<file path="src/rtl/nd_loop_sequencer.sv">
// nd_loop_sequencer: N-D loop nest walker. Each accepted config yields one index tuple per handshake.
// Latency: first tuple is visible the cycle after the config is accepted. Tuples hold while unacked.
// Optional abort input via `define ND_SEQ_ABORT_EN.
module nd_loop_sequencer #(
    parameter  int BW  = 8,
    parameter  int DIM = 2,
    localparam int RW  = $clog2(DIM+1)
) (
    input  logic                     i_clk,
    input  logic                     i_rst,
    input  logic                     i_cfg_rdy,
    output logic                     o_cfg_ack,
    input  logic [DIM-1:0][BW-1:0]   i_beg,
    input  logic [DIM-1:0][BW-1:0]   i_stride,
    input  logic [DIM-1:0][BW-1:0]   i_end,
    output logic                     o_dst_rdy,
    input  logic                     i_dst_ack,
    output logic [DIM-1:0][BW-1:0]   o_id,
    output logic [DIM-1:0][BW-1:0]   o_id_noofs,
    output logic                     o_last,
    output logic [RW-1:0]            o_retire
`ifdef ND_SEQ_ABORT_EN
    ,
    input  logic                     i_abort
`endif
);

    typedef enum logic {IDLE, RUN} state_t;

    state_t                   r_state, w_nxt_state;
    logic [DIM-1:0][BW-1:0]   r_beg, r_stride, r_end, r_id, r_noofs;
    logic [DIM-1:0][BW-1:0]   w_sum, w_nxt_id, w_nxt_noofs;
    logic [DIM-1:0]           w_wrap;
    logic [RW-1:0]            w_k;
    logic                     w_run, w_full, w_empty, w_abort;
    logic                     w_xfer, w_cfg_xfer, w_step;

`ifdef ND_SEQ_ABORT_EN
    assign w_abort = i_abort;
`else
    assign w_abort = 1'b0;
`endif

    // Carry chain: count consecutive innermost dims whose next value hits end.
    always_comb begin
        w_k   = '0;
        w_run = 1'b1;
        for (int d = DIM-1; d >= 0; d--) begin
            w_sum[d]  = r_id[d] + r_stride[d];
            w_wrap[d] = (w_sum[d] == r_end[d]);
            if (w_run && w_wrap[d]) begin
                w_k = w_k + RW'(1);
            end else begin
                w_run = 1'b0;
            end
        end
    end

    assign w_full = (w_k == RW'(DIM));

    always_comb begin
        for (int d = 0; d < DIM; d++) begin
            w_nxt_id[d]    = r_id[d];
            w_nxt_noofs[d] = r_noofs[d];
            if (d > DIM - 1 - int'(w_k)) begin
                w_nxt_id[d]    = r_beg[d];
                w_nxt_noofs[d] = '0;
            end else if (d == DIM - 1 - int'(w_k)) begin
                w_nxt_id[d]    = w_sum[d];
                w_nxt_noofs[d] = r_noofs[d] + r_stride[d];
            end
        end
    end

    always_comb begin
        w_empty = 1'b0;
        for (int d = 0; d < DIM; d++) begin
            if (i_beg[d] == i_end[d]) begin
                w_empty = 1'b1;
            end
        end
    end

    assign o_dst_rdy  = (r_state == RUN);
    assign o_last     = o_dst_rdy && w_full;
    assign o_retire   = o_dst_rdy ? w_k : '0;
    assign o_id       = r_id;
    assign o_id_noofs = r_noofs;

    assign w_xfer     = o_dst_rdy && i_dst_ack;
    assign w_cfg_xfer = i_cfg_rdy && o_cfg_ack;
    assign w_step     = w_xfer && !w_full && !w_abort;

    // Accepting on the final transfer lets the next nest start with no bubble.
    always_comb begin
        w_nxt_state = r_state;
        o_cfg_ack   = ((r_state == IDLE) || (w_xfer && w_full)) && !w_abort;
        if ((r_state == RUN) && w_abort) begin
            w_nxt_state = IDLE;
        end else if (i_cfg_rdy && o_cfg_ack) begin
            w_nxt_state = w_empty ? IDLE : RUN;
        end else if (w_xfer && w_full) begin
            w_nxt_state = IDLE;
        end
    end

    always_ff @(posedge i_clk or negedge i_rst) begin
        if (!i_rst) begin
            r_state <= IDLE;
        end else begin
            r_state <= w_nxt_state;
        end
    end

    always_ff @(posedge i_clk or negedge i_rst) begin
        if (!i_rst) begin
            r_beg    <= '0;
            r_stride <= '0;
            r_end    <= '0;
            r_id     <= '0;
            r_noofs  <= '0;
        end else if (w_cfg_xfer && !w_empty) begin
            r_beg    <= i_beg;
            r_stride <= i_stride;
            r_end    <= i_end;
            r_id     <= i_beg;
            r_noofs  <= '0;
        end else if (w_step) begin
            r_id     <= w_nxt_id;
            r_noofs  <= w_nxt_noofs;
        end
    end

endmodule
</file>
<file path="config.mk">
export PLATFORM = sky130hd
export DESIGN_NAME = nd_loop_sequencer
export DESIGN_NICKNAME = d
export VERILOG_FILES = /design/src/rtl/nd_loop_sequencer.sv
export SDC_FILE = /design/constraint.sdc
export NUM_CORES = 1
export LEC_CHECK = 0
export BUFFER_PORTS_ARGS = -buffer_cell sky130_fd_sc_hd__buf_2
export CORE_MARGIN = 3
export CORE_UTILIZATION = 28
export CTS_CLUSTER_SIZE = 8
export DETAILED_ROUTE_END_ITERATION = 10
export SYNTH_ARGS = -nofsm -noshare
export SYNTH_HDL_FRONTEND = slang
export SYNTH_SLANG_ARGS = --single-unit
</file>
<file path="constraint.sdc">
create_clock -name i_clk -period 4.4 [get_ports i_clk]
set_input_delay 0.66 -clock i_clk [delete_from_list [all_inputs] [get_ports i_clk]]
set_output_delay 0.66 -clock i_clk [all_outputs]
set_load 0.01 [all_outputs]
</file>
==> flow_summary.toml <==
[status]
status = "complete, no violations"

[yosys]
synth.distinct_cells = 61
yosysWarningCount = 0
netlist_area_um2 = 4707
synth_nets = 495
yosysMostFrequentCell = "dfrtp_1"
postSynthAreaPerCell_um2 = 11.45
synth_ff_type = "dfrtp_1"
synth.top_cells.by_count = "dfrtp_1 (73), xnor2_1 (34), ha_1 (28)"
async_flop_share_pct = 100.0
synth_seq_cells = 73
yosys-top-cells-area = "dfrtp_1 (39%), mux2_4 (8.0%), ha_1 (7.4%)"
synth_top_area_share_pct = 38.81
synth_edf_count = 0
yosysTopAreaCell = "dfrtp_1"
netlist_instances = 411
yosysSeqAreaShare_pct = 38.81

[timing]
setup_viol = 0
fin_ws_ns = 0.4344
finalHoldViolations = 0
maxSlewViolCount = 0
rsz0062_at_grt = "no"
relSlewSlack_pct = 54.57
tightest_slew_ns = 0.6814
fin_crit_ns = 3.966
max_freq_mhz = 252.2
clock_skew_ns = 0.006873
finalCritPeriodShare_pct = 90.13
fin_setup_tns_ns = 0

[global_routing]
grt_max_degree = 46
antenna_found_initial = 0
met3_usage_pct = 4.346
grtUsageMet1_pct = 16.83
use_met2_pct = 23.20
grt-ovfl-total = 0
grt_pass1_vias = 3789
grt.total_usage_pct = 13.65
grt.busiest_layer = "met2"
grt_pass1_wl_mm = 19.70

[flow_run]
drv_cap = 0

[floorplan]
die_area_um2 = 18400
io_pins = 89
fp-row-count = 46
die_w_um = 135.7
initial_core_util_pct = 29.10
coreArea_um2 = 16170
die_h_um = 135.7

[power_and_ir_drop]
leakage_nw = 2.835
seqPwrFrac_pct = 33.7
power.density_nw_per_um2 = 531.0
clock_power_share_pct = 21.6
p_int_mw = 1.858
p_switching_mw = 1.142
share_comb_of_total_power_pct = 44.7
total_power_mw = 3.001
swShare_pct = 38.07
ir_drop_uv = 246.7

[detailed_routing]
drtPass1Iterations = 4
drtIter0Drc = 126
route.antenna.remaining_nets = 0
wl_mm = 12.12
route.detailed.drc = 0
wl_per_cell_um = 16.81
via_per_inst = 4.925
vias = 3551

[placement]
hpwl_mm = 9.374
pre_cts_ws_ns = 0.5551
place.gp.congestion = 0.8297
portBuffers = 88

[clock_network]
clockBufferDepth = 2
clk_pin_slew_worst_paths_ns = 0.06
cts_tree = "done"
cts_buffers = 9
root_buffer = "clkbuf_16"
clk_latency_ns = 0.34
cts.sinks = 73
cts_hold_buf = 0
ctsResizeCount = 0
cts_post_setup_buffers_inserted = 0
h-tree-depth = 3

[critical_path]
path_cells = "ha_1 > fa_1 > a21o_1 > a21oi_1 > xnor3_1 > nor4_1 > and4_1 > a41o_1 > buf_2"
arrival_ns = 3.31
cpMaxStageDelayCell = "and4_1"
cpPeakStageDelay_ns = 0.45
r2r-start = "o_id[0]"
critPathKind = "reg -> out"
crit_path_start = "o_id[0]"
critPathTopFamily = "simple AND/OR/NAND/NOR gates"
crit_buf_inv = 1
cp-start-kind = "flip-flop"
cp_data_required_time_ns = 3.74
cp_max_fo = 7
end_kind = "output port"

[min_path]
hp-class = "in -> async"

[cells_and_area]
syn2layout_area_growth_pct = 20.07
nets = 586
antenna_cells = 0
drive_above_1_share_pct = 29.11
==> area by class of cell <==
class / count / area (µm²)
flip-flops and latches: 73 / 1827
clock buffers: 10 / 229.0
inverters: 11 / 41.29
fillers: 1610 / 10520
clock inverters: 4 / 22.52
well taps: 216 / 270.3
multi-input cells: 312 / 2744
repair buffers: 95 / 518.0
==> registers in the layout (all words and copies together) (netlist names) <==
signal,count
o_dst_rdy,1
o_id,16
o_id_noofs,16
r_beg,8
r_end,16
r_stride,16
==> cell usage in the layout, fill, tap and decap left out, types with 8 or more instances in the layout <==
cell	instances
nand2_1	25
xnor2_1	34
xor2_1	19
a21o_1	15
nand3_1	9
a22oi_1	8
dfrtp_1	73
clkbuf_16	9
o21ai_0	9
nor2_1	22
ha_1	28
buf_2	88
a21oi_1	17
inv_1	11
mux2_4	25
==> worst register-to-register path, delay by kind of cell (launching register included) <==
kind	cells	cell delay, ns
AO/OA/AOI/OAI	3	1.04
XOR/XNOR	1	0.27
adder cells (fa/ha/maj)	2	0.69
buffers and inverters	1	0.24
flip-flops	1	0.40
multiplexers	1	0.32
AND/OR/NAND/NOR	2	0.80
==> cells by family after synthesis <==
logic type,count (synthesis),synth area share (%)
simple gates,93,10.31
compound gates,90,15.18
flops,73,38.81
xor+xnor,58,12.28
mux,39,11.16
fa+ha+maj,32,9.144
buf+inv,26,3.110
==> metrics by stage <==
step                      area [µm²]  util, %  instances  hold WS (ns)
after floorplan                 4707        -        411        0.3644
after detailed placement        5400    33.39        707        0.5057
after CTS                       5652    34.95        721        0.3830
after global routing            5652    34.95        721        0.4142
after global placement          5400    33.39        707        0.4862
final                           5652    34.95        721        0.3602
==> final timing paths <==
check,slack [ns],endpoint,cells past startpoint
setup / recovery,0.43,o_cfg_ack,9
min in group i_clk,0.52,r_end[2],1
setup reg to reg,0.54,r_stride[8],10
hold reg to reg,0.52,r_end[2],1
max in group asynchronous,2.97,o_id_noofs[2],2
hold / removal,0.36,r_end[10],1
==> power groups by stage <==
| stage | Clock (mW) | Combinational (mW) | Sequential, mW |
|---|---|---|---|
| floorplan | 0 | 0.925 | 1.04 |
| global placement | 0 | 1.31 | 1.01 |
| detailed placement | 0 | 1.35 | 1.02 |
| CTS | 0.664 | 1.36 | 1.01 |
| global route | 0.697 | 1.49 | 1.04 |
| finish | 0.648 | 1.34 | 1.01 |
==> per-layer routing <==
layer | share of wire [%] | vias to the layer above
met2 | 49 | 91
met1 | 44 | 1771
met3 | 5.5 | 8
met5 | 0 | -
met4 | 1.2 | 0
li1 | - | 1681
Note: power is estimated with default switching activity, not from simulation.
